--- src/rtl/pipe_hazard_ctrl_if.sv ---
// pipe_hazard_ctrl_if: hazard detection inputs and pipeline control outputs
// shared between the pipeline datapath (master) and the hazard sequencer (slave).
interface pipe_hazard_ctrl_if #(parameter int CNT_W = 16);
    logic             idex_memread;
    logic [4:0]       idex_rt;
    logic [4:0]       ifid_rs;
    logic [4:0]       ifid_rt;
    logic             branch_taken;
    logic             mem_busy;
    logic             pc_write;
    logic             ifid_write;
    logic             ifid_flush;
    logic             idex_bubble;
    logic             exmem_flush;
    logic             pipe_hold;
    logic [CNT_W-1:0] stall_cnt;
    logic [CNT_W-1:0] flush_cnt;
    modport master (
        output idex_memread, idex_rt, ifid_rs, ifid_rt, branch_taken, mem_busy,
        input  pc_write, ifid_write, ifid_flush, idex_bubble, exmem_flush, pipe_hold,
        input  stall_cnt, flush_cnt
    );
    modport slave (
        input  idex_memread, idex_rt, ifid_rs, ifid_rt, branch_taken, mem_busy,
        output pc_write, ifid_write, ifid_flush, idex_bubble, exmem_flush, pipe_hold,
        output stall_cnt, flush_cnt
    );
endinterface

--- src/rtl/pipe_hazard_ctrl.sv ---
// pipe_hazard_ctrl: load-use / taken-branch / memory-wait sequencer for the
// 5-stage pipeline, with saturating stall and flush counters.
module pipe_hazard_ctrl #(
    parameter int LU_BUBBLES = 1,
    parameter int CNT_W      = 16
) (
    input logic               clk_i,
    input logic               rst_i,
    pipe_hazard_ctrl_if.slave hz
);
    typedef enum logic [1:0] {RUN, LU_STALL, MEM_WAIT} state_t;
    state_t           state, eff;
    logic [2:0]       bub_cnt;
    logic [CNT_W-1:0] stall_q, flush_q;
    logic             hazard_lu, lu, br, busy, pc_wr;
    // A released memory wait acts in that same cycle as the state it resumes.
    always_comb begin
        hazard_lu = hz.idex_memread && hz.idex_rt != 5'd0 &&
                    (hz.idex_rt == hz.ifid_rs || hz.idex_rt == hz.ifid_rt);
        br        = hz.branch_taken;
        busy      = hz.mem_busy;
        eff       = state == MEM_WAIT ? (bub_cnt != 3'd0 ? LU_STALL : RUN) : state;
        lu        = eff == LU_STALL || (eff == RUN && hazard_lu);
        pc_wr     = br || (!busy && !lu);
    end
    assign hz.pc_write    = !rst_i || pc_wr;
    assign hz.ifid_write  = !rst_i || pc_wr;
    assign hz.ifid_flush  = rst_i && br;
    assign hz.exmem_flush = rst_i && br;
    assign hz.idex_bubble = rst_i && (br || (!busy && lu));
    assign hz.pipe_hold   = rst_i && !br && busy;
    assign hz.stall_cnt   = rst_i ? stall_q : '0;
    assign hz.flush_cnt   = rst_i ? flush_q : '0;
    always_ff @(posedge clk_i) begin
        if (!rst_i) begin
            state   <= RUN;
            bub_cnt <= 3'd0;
            stall_q <= '0;
            flush_q <= '0;
        end else begin
            if (!pc_wr)
                stall_q <= stall_q + {{(CNT_W-1){1'b0}}, ~&stall_q};
            if (br) begin
                state   <= RUN;
                bub_cnt <= 3'd0;
                flush_q <= flush_q + {{(CNT_W-1){1'b0}}, ~&flush_q};
            end else if (busy) begin
                state <= MEM_WAIT;
            end else if (eff == LU_STALL) begin
                bub_cnt <= bub_cnt - 3'd1;
                state   <= bub_cnt == 3'd1 ? RUN : LU_STALL;
            end else if (lu) begin
                bub_cnt <= 3'(LU_BUBBLES - 1);
                state   <= LU_BUBBLES > 1 ? LU_STALL : RUN;
            end else begin
                state <= RUN;
            end
        end
    end
endmodule

--- src/flat_wrapper.sv ---
// flat-port wrapper written by rule: the top's interface ports become plain ports
module pipe_hazard_ctrl_flat 
#(
    parameter int LU_BUBBLES = 1,
    parameter int CNT_W      = 16
)
  (clk_i, rst_i, hz_idex_memread, hz_idex_rt, hz_ifid_rs, hz_ifid_rt, hz_branch_taken, hz_mem_busy, hz_pc_write, hz_ifid_write, hz_ifid_flush, hz_idex_bubble, hz_exmem_flush, hz_pipe_hold, hz_stall_cnt, hz_flush_cnt);
  pipe_hazard_ctrl_if #(.CNT_W(CNT_W)) hz_i ();
  input logic clk_i;
  input logic rst_i;
  input wire logic [$bits(hz_i.idex_memread)-1:0] hz_idex_memread;
  input wire logic [$bits(hz_i.idex_rt)-1:0] hz_idex_rt;
  input wire logic [$bits(hz_i.ifid_rs)-1:0] hz_ifid_rs;
  input wire logic [$bits(hz_i.ifid_rt)-1:0] hz_ifid_rt;
  input wire logic [$bits(hz_i.branch_taken)-1:0] hz_branch_taken;
  input wire logic [$bits(hz_i.mem_busy)-1:0] hz_mem_busy;
  output wire logic [$bits(hz_i.pc_write)-1:0] hz_pc_write;
  output wire logic [$bits(hz_i.ifid_write)-1:0] hz_ifid_write;
  output wire logic [$bits(hz_i.ifid_flush)-1:0] hz_ifid_flush;
  output wire logic [$bits(hz_i.idex_bubble)-1:0] hz_idex_bubble;
  output wire logic [$bits(hz_i.exmem_flush)-1:0] hz_exmem_flush;
  output wire logic [$bits(hz_i.pipe_hold)-1:0] hz_pipe_hold;
  output wire logic [$bits(hz_i.stall_cnt)-1:0] hz_stall_cnt;
  output wire logic [$bits(hz_i.flush_cnt)-1:0] hz_flush_cnt;
  assign hz_i.idex_memread = hz_idex_memread;
  assign hz_i.idex_rt = hz_idex_rt;
  assign hz_i.ifid_rs = hz_ifid_rs;
  assign hz_i.ifid_rt = hz_ifid_rt;
  assign hz_i.branch_taken = hz_branch_taken;
  assign hz_i.mem_busy = hz_mem_busy;
  assign hz_pc_write = hz_i.pc_write;
  assign hz_ifid_write = hz_i.ifid_write;
  assign hz_ifid_flush = hz_i.ifid_flush;
  assign hz_idex_bubble = hz_i.idex_bubble;
  assign hz_exmem_flush = hz_i.exmem_flush;
  assign hz_pipe_hold = hz_i.pipe_hold;
  assign hz_stall_cnt = hz_i.stall_cnt;
  assign hz_flush_cnt = hz_i.flush_cnt;
  pipe_hazard_ctrl #(.LU_BUBBLES(LU_BUBBLES), .CNT_W(CNT_W)) u_core (.clk_i(clk_i), .rst_i(rst_i), .hz(hz_i));
endmodule
--- config.mk ---
export PLATFORM = sky130hd
export DESIGN_NAME = pipe_hazard_ctrl_flat
export DESIGN_NICKNAME = d
export VERILOG_FILES = /design/src/rtl/pipe_hazard_ctrl_if.sv /design/src/rtl/pipe_hazard_ctrl.sv /design/src/flat_wrapper.sv
export SDC_FILE = /design/constraint.sdc
export NUM_CORES = 1
export LEC_CHECK = 0
export CAP_MARGIN = 0
export CORE_MARGIN = 3
export CORE_UTILIZATION = 52
export CTS_CLUSTER_DIAMETER = 60
export DETAILED_ROUTE_END_ITERATION = 16
export PLACE_DENSITY = 0.85
export SETUP_SLACK_MARGIN = 0.5
export SLEW_MARGIN = 20
export SYNTH_ARGS = -nofsm -noshare
export SYNTH_HDL_FRONTEND = slang
export SYNTH_SLANG_ARGS = --single-unit
--- constraint.sdc ---
create_clock -name clk_i -period 5 [get_ports clk_i]
set_clock_uncertainty 0.1 [all_clocks]
set_input_delay 1 -clock clk_i [delete_from_list [all_inputs] [get_ports clk_i]]
set_output_delay 1 -clock clk_i [all_outputs]
set_load 0.1 [all_outputs]
==> metrics.md <==
| Metric | Value |
|---|---|
| DR iter-0 viols | 81 |
| Hpwl dp | 3640 um |
| Grt ovf | 0 |
| Worst setup margin | 0.652 ns |
| Final setup TNS | 0 ns |
| Max cap viols | 0 |
| Die ar. | 5000 um2 |
| Crit path capture type | output port |
| Gr usage total | 19.9% |
| Post-synth ARST share | 0% |
| Worst-margin pin slew | 0.519 ns |
| Top-area cell type share of the netlist area | 34.0% |
| Data required, critical path | 3.90 ns |
| Router iterations before antenna repair | 4 |
| Ant. Diodes | 0 |
| CP peak stage delay | 0.57 ns |
| RSZ-0062 raised after global routing | no |
| Place WS | 0.630 ns |
| Nets | 340 |
| Pwr Density | 214 nW/um2 |
| Global-route wire length before repair | 8110 um |
| CTS hold repair buffers | 0 |
| Post-route DRC | 0 |
| Worst Path Arrival | 3.25 ns |
| Later-pin clock latency in the skew report | 0.29 ns |
| Final WL | 4930 um |
| Tot Pwr | 0.608 mW |
| TritonCTS buffer count | 5 |
| Period utilization | 87.0% |
| Row Count | 22 |
| ANT nets after route | 0 |
| Vias | 1,980 |
| Leakage | 1.13 nW |
| Crit path cell chain | clkdlybuf4s50_1, or4_1, nor2_1, nor4bb_4, a211oi_4, nand2b_2, buf_12 |
| Longest Clk Path Bufs | 2 |
| Status | completed |
| CTS clk-pin slew, worst paths | 0.07 ns |
| Max Transition Viols Final | 0 |
| Fmax | 230 MHz |
| Die X | 70.7 um |
| Final Hold Fails | 0 |
| Most used DFF post-synth | dfxtp_1 |
| Synth Warn # | 0 |
| Buffers added on ports | 57 |
| Avg Synthesized Cell Area | 8.45 um2 |
| Area Overhead vs Synth | 30.2% |
| Sequential-to-total area share from yosys stat | 34.0% |
| Layout cells sized above 1 | 18.5% |
| Clock sink count | 37 |
| Routed wire per std cell | 13.7 um |
| Worst Setup Start Kind | input port |
| Post-CTS Repair Setup Buffers | 0 |
| Drt via density | 5.48 |
| Yosys cell types | 37 |
| Core Util, Final | 73.6% |
| Critical path fanouts, max | 10 |
| Rel. slew slack | 64.4% |
| TritonCTS clock tree | built |
| Vias in the first global route | 1,882 |
| Tmin final | 4.35 ns |
| Clock H-tree levels | 2 |
| Setup Crit Path Kind | input port to output port |
| Largest net degree at the start of global routing | 38 |
| Core box area | 3850 um2 |
| Starting Density | 56.6% |
| Yosys reg bits | 37 |
| Ranking of synthesized cells by area | dfxtp_1, and2_1, xnor2_1 |
| Fill cell count | 301 |
| GPL Wtd Cong | 0.761 |
| Top-level I/O count | 58 |
| Slowest cell on the critical path | or4_1 |
| Hold slack | 0.379 ns |
| Post-synthesis cell area | 2180 um2 |
| Cells after Synth | 258 |
| Hold Crit Class | flip-flop to flip-flop |
| Initial antenna violation count | 0 |
| Die height | 70.7 um |
| Syn nets | 285 |
| Post-cts resize count | 0 |
| Cell taking the most area after synthesis | dfxtp_1 |
| EDFF count, synth | 0 |
| R2R Setup Slk | 1.81 ns |
| Peak VDD IR | 191 uV |
| Final Setup Violations | 0 |
| Root Driver | clkbuf_8 |
[cells by family (layout without fill, tap and decap cells)]
logic type               after synthesis  in the layout  share of synthesized area, %
multiplexers                           8              8                          3.96
AND/OR/NAND/NOR                      123            123                          31.9
adder cells (fa/ha/maj)                7              7                          4.02
buffers and inverters                 18             73                          3.44
XOR/XNOR                              24             24                          9.64
flip-flops                            37             37                          34.0
AO/OA/AOI/OAI                         41             41                          13.1
[report_power, final]
group | switching [mW] | internal (mW) | total [mW]
combinational | 0.0604 | 0.0376 | 0.0980
clock | 0.100 | 0.109 | 0.209
sequential | 0.00274 | 0.297 | 0.300
[metrics by stage]
stage	cells	area, um2
final	361	2840
after global placement	354	2750
after detailed placement	354	2750
after CTS	361	2840
after global routing	361	2840
after floorplan	258	2190
[routing by layer]
metal / track usage (%) / vias up / part of all wire [%]
met2: 35.2 / 49 / 49
met1: 22.1 / 919 / 43
met4: 6.47 / 0 / 1.2
met5: 0 / - / 0
li1: - / 1006 / -
met3: 7.10 / 6 / 6.7
[final cells by class]
type	count	area (um2)	area share (%)
multi-input cells	203	1370	48.3
flip-flops and latches	37	741	26.1
repair buffers	59	553	19.5
clock buffers	7	86.3	3.04
well taps	48	60.1	2.12
inverters	7	26.3	0.926
[state kept, by name, summed over array words and instances, names as in the netlist]
signal / count
u_core.stall_q: 16
u_core.state: 2
u_core.bub_cnt: 3
u_core.flush_q: 16
[cells in the final DEF (no fill, tap or decap), drive strengths merged, types with 5 or more instances in the layout]
| master | synthesis | layout |
|---|---|---|
| nand2 | 11 | 11 |
| ha | 7 | 7 |
| inv | 7 | 7 |
| clkdlybuf4s50 | 0 | 19 |
| dfxtp | 37 | 37 |
| and2 | 34 | 34 |
| buf | 3 | 40 |
| o21ai | 14 | 14 |
| nand4 | 7 | 7 |
| and3 | 6 | 6 |
| clkbuf | 8 | 7 |
| a21oi | 12 | 12 |
| or3 | 11 | 11 |
| nand3 | 13 | 13 |
| xnor2 | 12 | 12 |
| xor2 | 12 | 12 |
| mux2 | 5 | 5 |
| nor2 | 24 | 24 |
[path summary, 6_finish.rpt]
| path | start | endpoint | cells past startpoint |
|---|---|---|---|
| worst min-delay path | u_core.bub_cnt[1] | u_core.bub_cnt[1] | 2 |
| worst max-delay path | hz_idex_rt[0] | hz_pc_write | 7 |
| worst max register to register | u_core.stall_q[4] | u_core.stall_q[15] | 12 |
| worst min register to register | u_core.bub_cnt[1] | u_core.bub_cnt[1] | 2 |
[cell usage after synthesis (8+ instances only)]
cell      count
dfxtp_1      37
and2_1       34
nor2_1       24
o21ai_0      14
nand3_1      13
a21oi_1      12
xnor2_1      12
xor2_1       12
nand2_1      11
or3_1        11
clkbuf_1      8
[worst max-delay path, delay by kind of cell]
kind	cells	cell delay, ns
simple gates	4	1.14
buf+inv	2	0.66
compound gates	1	0.44
No activity file was read; power rests on OpenSTA's default activity.
